`src/rtl/controle_ventoinha_rampa.sv`:
```
// Fan PWM controller with level-to-width mapping, kick-start from rest and
// slew-limited ramping. Every width/state change is taken on the last cycle
// of a PWM period, so the pin never sees a truncated or stretched pulse.
module controle_ventoinha_rampa #(
    parameter int PERIODO       = 2500,
    parameter int NIVEL_BITS    = 3,
    parameter int PASSO_RAMPA   = 125,
    parameter int KICK_PERIODOS = 4000
) (
    input  logic                             clock,
    input  logic                             reset,
    input  logic [NIVEL_BITS-1:0]            nivel,
    output logic                             pwm,
    output logic [$clog2(PERIODO+1)-1:0]     largura_atual,
    output logic                             em_rampa,
    output logic                             em_partida,
    output logic                             fim_periodo
);

    localparam int LW      = $clog2(PERIODO + 1);
    localparam int CW      = $clog2(PERIODO);
    localparam int KW      = (KICK_PERIODOS > 2) ? $clog2(KICK_PERIODOS) : 1;
    localparam int NMAX    = (1 << NIVEL_BITS) - 1;
    localparam int UNIDADE = PERIODO / NMAX;

    localparam logic [LW-1:0] L_CHEIA  = LW'(PERIODO);
    // A step larger than the period behaves exactly like a step of one period.
    localparam logic [LW-1:0] L_PASSO  = LW'((PASSO_RAMPA > PERIODO) ? PERIODO : PASSO_RAMPA);
    localparam logic [CW-1:0] CNT_MAX  = CW'(PERIODO - 1);
    localparam logic [KW-1:0] KICK_INI = KW'((KICK_PERIODOS > 0) ? KICK_PERIODOS - 1 : 0);

    localparam logic [1:0] DESLIGADO = 2'd0;
    localparam logic [1:0] PARTIDA   = 2'd1;
    localparam logic [1:0] OPERANDO  = 2'd2;

    logic [CW-1:0] r_cnt;
    logic [LW-1:0] r_largura;
    logic [LW-1:0] r_alvo;
    logic [1:0]    r_estado;
    logic [KW-1:0] r_kick;
    logic          r_pwm;

    logic          w_fim;
    logic [CW-1:0] w_cnt_prox;
    logic [LW-1:0] w_alvo;
    logic [LW-1:0] w_dist;
    logic [LW-1:0] w_passo;
    logic [LW-1:0] w_largura_prox;
    logic [1:0]    w_estado_prox;
    logic [KW-1:0] w_kick_prox;

    // Level to target width: 0 is off, full scale is exactly the period.
    function automatic logic [LW-1:0] largura_alvo(input logic [NIVEL_BITS-1:0] n);
        if (n == '0)
            return '0;
        else if (n == '1)
            return L_CHEIA;
        else
            return LW'(int'(n) * UNIDADE);
    endfunction

    // Counter wrap, ramp step and next state, all evaluated for the boundary cycle.
    always_comb begin
        w_fim          = (r_cnt == CNT_MAX);
        w_cnt_prox     = w_fim ? '0 : r_cnt + 1'b1;
        w_alvo         = largura_alvo(nivel);
        w_dist         = (w_alvo >= r_largura) ? (w_alvo - r_largura) : (r_largura - w_alvo);
        w_passo        = (w_dist < L_PASSO) ? w_dist : L_PASSO;
        w_largura_prox = r_largura;
        w_estado_prox  = r_estado;
        w_kick_prox    = r_kick;
        if (w_fim) begin
            case (r_estado)
                DESLIGADO: begin
                    if (w_alvo != '0) begin
                        if (KICK_PERIODOS > 0) begin
                            w_estado_prox  = PARTIDA;
                            w_largura_prox = L_CHEIA;
                            w_kick_prox    = KICK_INI;
                        end else begin
                            w_estado_prox  = OPERANDO;
                            w_largura_prox = (w_alvo < L_PASSO) ? w_alvo : L_PASSO;
                        end
                    end
                end
                PARTIDA: begin
                    if (w_alvo == '0) begin
                        w_estado_prox  = DESLIGADO;
                        w_largura_prox = '0;
                    end else if (r_kick == '0) begin
                        w_estado_prox  = OPERANDO;
                        w_largura_prox = w_alvo;
                    end else begin
                        w_kick_prox    = r_kick - 1'b1;
                    end
                end
                OPERANDO: begin
                    // Step is bounded by the distance, so neither direction can wrap.
                    if (w_alvo >= r_largura)
                        w_largura_prox = r_largura + w_passo;
                    else
                        w_largura_prox = r_largura - w_passo;
                    if (w_largura_prox == '0)
                        w_estado_prox = DESLIGADO;
                end
                default: begin
                    w_estado_prox  = DESLIGADO;
                    w_largura_prox = '0;
                end
            endcase
        end
    end

    // State, counter and registered PWM pin; reset forces the pin low at once.
    always_ff @(posedge clock or negedge reset) begin
        if (!reset) begin
            r_cnt     <= '0;
            r_largura <= '0;
            r_alvo    <= '0;
            r_estado  <= DESLIGADO;
            r_kick    <= '0;
            r_pwm     <= 1'b0;
        end else begin
            r_cnt     <= w_cnt_prox;
            r_largura <= w_largura_prox;
            r_estado  <= w_estado_prox;
            r_kick    <= w_kick_prox;
            if (w_fim)
                r_alvo <= w_alvo;
            r_pwm     <= (LW'(w_cnt_prox) < w_largura_prox);
        end
    end

    assign pwm           = r_pwm;
    assign largura_atual = r_largura;
    assign fim_periodo   = w_fim;
    assign em_partida    = (r_estado == PARTIDA);
    assign em_rampa      = (r_estado == OPERANDO) && (r_largura != r_alvo);

endmodule

```
`config.mk`:
```
export PLATFORM = sky130hd
export DESIGN_NAME = controle_ventoinha_rampa
export DESIGN_NICKNAME = d
export VERILOG_FILES = /design/src/rtl/controle_ventoinha_rampa.sv
export SDC_FILE = /design/constraint.sdc
export NUM_CORES = 1
export LEC_CHECK = 0
export CAP_MARGIN = 5
export CORE_MARGIN = 1
export CORE_UTILIZATION = 38
export CTS_CLUSTER_SIZE = 40
export DETAILED_ROUTE_END_ITERATION = 6
export HOLD_SLACK_MARGIN = 0.15
export PLACE_DENSITY = 0.53
export SLEW_MARGIN = 0
export SYNTH_ARGS = -nofsm -noshare
export SYNTH_HDL_FRONTEND = slang
export SYNTH_SLANG_ARGS = --single-unit
```
`constraint.sdc`:
```
create_clock -name clock -period 6.1 [get_ports clock]
set_input_delay 1.83 -clock clock [delete_from_list [all_inputs] [get_ports clock]]
set_output_delay 1.83 -clock clock [all_outputs]
set_load 0.03 [all_outputs]
```
== Yosys cells after proc, flatten, opt, wreduce, memory -nomap -nowiden ==
Index checks and enable logic that the tools add are counted.
Operators by class
  reduce and logical (&&, ||, !) cells: 10
  equality and inequality tests: 10
  multiplexer cells: 22
  order comparisons: 3
  multiply operators: 1
  add/subtract/negate cells: 6
Operators by type and width (number)
  12-bit 2-to-1 mux: 15
  12-bit zero test: 3
  12-bit one-hot mux with 3 select lines: 1
  12-bit subtractor: 3
  12-bit one-hot mux with 2 select lines: 1
  12-bit by 1-bit adder with 12-bit output, second input constant: 1
  12-bit adder: 1
  12-bit equality test, second input constant: 1
  12-bit >= comparator: 1
  12-bit < comparator: 1
  12-bit by 7-bit < comparator with 1-bit output, second input constant: 1
  3-bit by 9-bit multiplier with 12-bit output, second input constant: 1
  12-bit inequality test: 1
  12-bit nonzero test: 1
  12-bit by 1-bit subtractor with 12-bit output, second input constant: 1
  2-bit 2-to-1 mux: 4
  2-bit inequality test, second input constant: 4
  2-bit one-hot mux with 3 select lines: 1
  5-bit AND reduction: 1
  4-bit AND reduction: 1
  3-bit equality test, second input constant: 1
  3-bit zero test: 1
  3-bit by 1-bit inequality test with 1-bit output, second input constant: 1
  2-bit by 1-bit equality test with 1-bit output, second input constant: 1
  4 further kinds: 4
Storage, ports and cells
  output and inout port bits: 16
  input port bits: 5
  word-level logic and storage cells: 58
  register bits: 51

== Logic depth before layout (Yosys ltp) ==
Gate-level depths: netlist (run 1).
  depth after elaboration: 14
  depth in mapped cells: 43
  gate-level depth less buffers: 40

== Worst setup path before layout (run 1) ==
No wires, ideal clock.
  kind: input to register
  start point: input nivel[0]
  end point: register r_pwm (netlist: pwm)
  stages on the path: 39
  arrival: 8806 ps
  path slack: -2828 ps
  path buffers: 1
  library setup time: 122 ps
  required time: 5978 ps
  cell sequence: ha_1 > ha_1 > a21oi_1 > o21bai_1 > xor2_1 > nand2_1 > inv_1 > ha_1 > a21oi_2 > a21boi_1 > a311o_1 > nor2_4 > o311a_1 > nor4b_1 > nand4_1 > buf_2 > a41oi_1 > inv_2 > (+3 left out) > mux2i_1 > a21o_1 > ha_1 > or3_1 > o2111ai_1 > nand3_1 > o21ai_0 > nand2b_1 > a21oi_1 > xnor2_1 > xnor2_2 > o32a_1 > ha_1 > nand4_1 > nor2_1 > o211ai_1 > a21oi_1 > nor2_2
Between the ends
  longest elaborated chain between the ends: 14
  elaborated cells on any way between the ends: 24
  those cells by class: add/sub (4); mul (1); order compare (3); eq/ne (1); mux (12); reduce/logical (3)
RTL lines
  start: declaration: RTL line 12  | input logic [NIVEL_BITS-1:0] nivel,
  3-bit by 9-bit multiplier with 12-bit output / 3-bit equality test (equally long branches): RTL line 59, 56
  12-bit 2-to-1 mux: RTL line 56  | else if (n == '1)
  12-bit 2-to-1 mux *: RTL line 54  | if (n == '0)
  via w_alvo[10]: RTL line 45  | logic [LW-1:0] w_alvo;
  12-bit subtractor / 12-bit >= comparator (equally long branches): RTL line 67, 99
  12-bit 2-to-1 mux: RTL line 67  | w_dist = (w_alvo >= r_largura) ? (w_alvo - r_largura) : (r_largura - w_alvo);
  12-bit by 7-bit < comparator with 1-bit output: RTL line 68  | w_passo = (w_dist < L_PASSO) ? w_dist : L_PASSO;
  12-bit 2-to-1 mux: RTL line 68
  12-bit subtractor / 12-bit adder (equally long branches): RTL line 102, 100
  12-bit 2-to-1 mux: RTL line 99  | if (w_alvo >= r_largura)
  12-bit 2-to-1 mux: RTL line 73  | case (r_estado)
  12-bit 2-to-1 mux: RTL line 72  | if (w_fim) begin
  12-bit one-hot mux with 3 select lines *: RTL line 73
  12-bit 2-to-1 mux *: RTL line 72
  12-bit < comparator *: RTL line 130  | r_pwm <= (LW'(w_cnt_prox) < w_largura_prox);
  end signal: assignment: RTL line 130
  end: declaration: RTL line 41  | logic r_pwm;
Mark *: on every way through the listed nets, which the timed path passes. The rest lies on a longest branch. The select of a mux whose other input is x is not followed.
A chain may end at the register's enable or synchronous reset.

== Worst setup path after layout (run 1) ==
  start point: input nivel[1]
  end point: register r_pwm (netlist: pwm)
The elaborated chain is that of the path after synthesis.

==> results of run 1 <==
## metal layers
metal | up-vias | wire (um) | part of all wire
met5 | - | 0 | 0
met4 | 0 | 613 | 0.032
met3 | 45 | 520 | 0.027
met2 | 136 | 9270 | 0.49
met1 | 2824 | 8670 | 0.45
li1 | 2886 | - | -
## power groups by stage
stage          clock network, mW  registers, mW  logic [mW]
5_1_grt                    0.296          0.341       0.810
4_1_cts                    0.284          0.341       0.682
3_5_place_dp                   0          0.348       0.581
6_report                   0.277          0.341       0.755
3_3_place_gp                   0          0.348       0.577
2_1_floorplan                  0          0.349       0.301
## worst paths after layout
| kind | startpoint | to | slack (ns) | cells past startpoint |
|---|---|---|---|---|
| max | nivel[1] | pwm$_DFF_PN0_ | -2.22 | 38 |
| min | r_kick[5]$_DFFE_PN0P_ | r_kick[5]$_DFFE_PN0P_ | 0.50 | 2 |
| max reg2reg | largura_atual[0]$_DFF_PN0_ | pwm$_DFF_PN0_ | -0.27 | 34 |
| min reg2reg | r_kick[5]$_DFFE_PN0P_ | r_kick[5]$_DFFE_PN0P_ | 0.50 | 2 |
| max in group asynchronous | reset | r_estado[0]$_DFFE_PN0P_ | 4.02 | 2 |
| min in group asynchronous | reset | r_cnt[2]$_DFF_PN0_ | 1.64 | 2 |
## worst max-delay path, delay by kind of cell
kind / cells / cell delay [ns]
compound gates: 16 / 2.89
buf+inv: 6 / 0.67
xor+xnor: 2 / 0.33
fa+ha+maj: 6 / 1.81
simple gates: 8 / 0.99
## sequential cells by signal (all words and copies together), names as in the netlist
name / flops
pwm: 1
r_kick: 12
r_estado: 2
r_alvo: 12
r_cnt: 12
largura_atual: 12
## cells by family (layout without fill, tap and decap cells)
group	after synthesis	in the layout	synth area share
adder cells (fa/ha/maj)	60	60	0.142
AND/OR/NAND/NOR	235	235	0.221
flip-flops	51	51	0.234
multiplexers	8	8	0.0151
buffers and inverters	79	290	0.0611
XOR/XNOR	49	49	0.0799
AO/OA/AOI/OAI	206	206	0.248
## cell type report
class	count	share of cell area
multi-input combinational	558	0.558
timing repair buffer	230	0.221
sequential	51	0.154
tap	180	0.0271
inverter	52	0.0235
clock buffer	6	0.0155
clock inverter	2	0.00151
## placed cells by master, fill, tap and decap left out, types with 6 or more instances in the layout
master	count
inv_1	42
o21a_1	15
o21ai_2	7
nand2_1	65
inv_2	10
buf_6	11
xnor2_1	14
o211ai_1	7
dfrtp_1	51
nor3_1	11
nor2_1	42
buf_4	199
a31oi_1	15
nand2b_1	7
nand4_1	8
ha_4	15
a21oi_2	15
clkdlybuf4s50_1	16
nand3_1	19
a21o_1	12
o21ai_1	10
and2_1	7
xor2_1	23
and3_1	10
o21ai_0	26
nor2b_1	9
ha_1	40
nor4_1	6
a21oi_1	41
## repair_timing
item                                    in CTS  in global routing
buffers inserted                            17                 11
endpoints found under the setup margin      14                 14
resized for setup                           87                 48
pin swaps                                   60                 56
## per-stage QoR
step	hold slack, ns	setup TNS (ns)
2_1_floorplan	0.450	-13.88
3_3_place_gp	0.473	-27.53
3_5_place_dp	0.486	-27.56
4_1_cts	0.501	-15.86
5_1_grt	0.523	-19.85
6_report	0.502	-17.05
==> qor.yml, run 1 <==
status:
  status: "finished, violations left"
  failed_checks: "setup timing"
setup_path:
  crit_path_end_kind: "flip-flop"
  cp_common_cell: "ha_4"
  cp_slowest_cell: "fa_2"
  crit_path_max_fanout: 6
  crit_arrival_ns: 8.51
  slowest_delay_ns: 0.45
  critical_path_class: "primary input to flip-flop"
  crit_required_ns: 6.29
  start_kind: "primary input"
cts:
  cts_root_buf: "clkbuf_16"
  clock_latency_ns: 0.29
  cts-htree-levels: 2
  cts_buffer_depth: 2
  clk_pin_slew_ns: 0.07
  cts_sinks: 51
  tritoncts: "built"
  ctsHoldBuffers: 0
  cts_buffers: 5
timing:
  maxSlewViolCount: 0
  fin_skew_ns: 0.0111
  post-route-period-util: 1.36
  slew_headroom: 0.422
  rsz0062_at_grt: "true"
  setup_violations: 13
  fin_crit_ns: 8.32
  layout_setup_ws_ns: -2.22
  clock.fmax_mhz: 120
  final_hold_viol_count: 0
  tightestPinTransition_ns: 0.861
synthesis:
  yosysMostFrequentCell: "nand2_1"
  async_reset_ff_frac: 1.00
  netlist_instances: 688
  synth_seq_area_share: 0.234
  yosysTopAreaCellShare: 0.234
  avgSynthCellArea_um2: 7.94
  ys_seq_elements: 51
  yosys.area.top_type: "dfrtp_1"
  synth.area.top_cells: "dfrtp_1 23%, ha_1 13%, a21oi_1 5.1%"
  yosysWarnings: 0
  synth_edf_count: 0
  ys_types: 77
  netlist_area_mm2: 0.00546
  synthTopCellsByCount: "70 x nand2_1, 57 x ha_1, 56 x a21oi_1"
  syn-num-nets: 753
  synthFlopType: "dfrtp_1"
min_path:
  hp-class: "flip-flop to flip-flop"
placement:
  io_buffer_count: 20
  hpwl_um: 14900
  place.gp.congestion: 0.886
  pre_cts_ws_ns: -3.02
  dp_cells: 1047
  placed_cell_area_mm2: 0.00737
route:
  drc: 0
  ant_nets: 0
  drt-initial-drc-count: 412
  routed_via_density: 5.46
  drt-total-wl_um: 19100
  first_pass_iters: 5
  detail_route.wl_per_cell_um: 17.7
  vias: 5891
power:
  p_total_mw: 1.37
  leakage_nw: 3.87
  p_per_area_mw_per_mm2: 165
  combinationalPowerShare: 0.550
  p_clk_frac: 0.201
  pwr-share-seq: 0.248
  p_int_mw: 0.892
  netSwitchingFraction: 0.351
  vdd_drop_max_v: 0.000188
  switchingPower_mw: 0.481
grt:
  grt_pass1_wl_um: 30400
  antenna_found_initial: 0
  grt_max_degree: 52
  grt_util_met3: 0.0197
  first_global_vias: 6017
  use_met2: 0.449
  met1_usage: 0.344
  grt_busiest_layer: "met2"
  grt_use_total: 0.263
  grt_overflow_total: 0
finish:
  stdcell_count: 1079
  fin_area_mm2: 0.00831
  nFillCells: 1241
  num_antenna_cells: 0
  multiInputGateArea_mm2: 0.00464
  drive_gt1_frac: 0.395
  seq_area_mm2: 0.00128
  area_delta_synth_final_pct: 52.1
  final_nets: 963
  final_util: 0.596
floorplanning:
  die_w_um: 122
  placementRows: 43
  die_h_um: 122
  start_util: 0.392
  ios: 21
  die-area_mm2: 0.0149
  core_mm2: 0.0139
flow_run:
  maxCapViolCount: 0
Note: power is estimated with default switching activity, not from simulation.
==> run 2, diff against run 1 <==
Settings changed: HOLD_SLACK_MARGIN 0.15 to unset.
==> results of run 2 <==
Same layout as run 1: the final DEF is identical, and so are final timing and power.
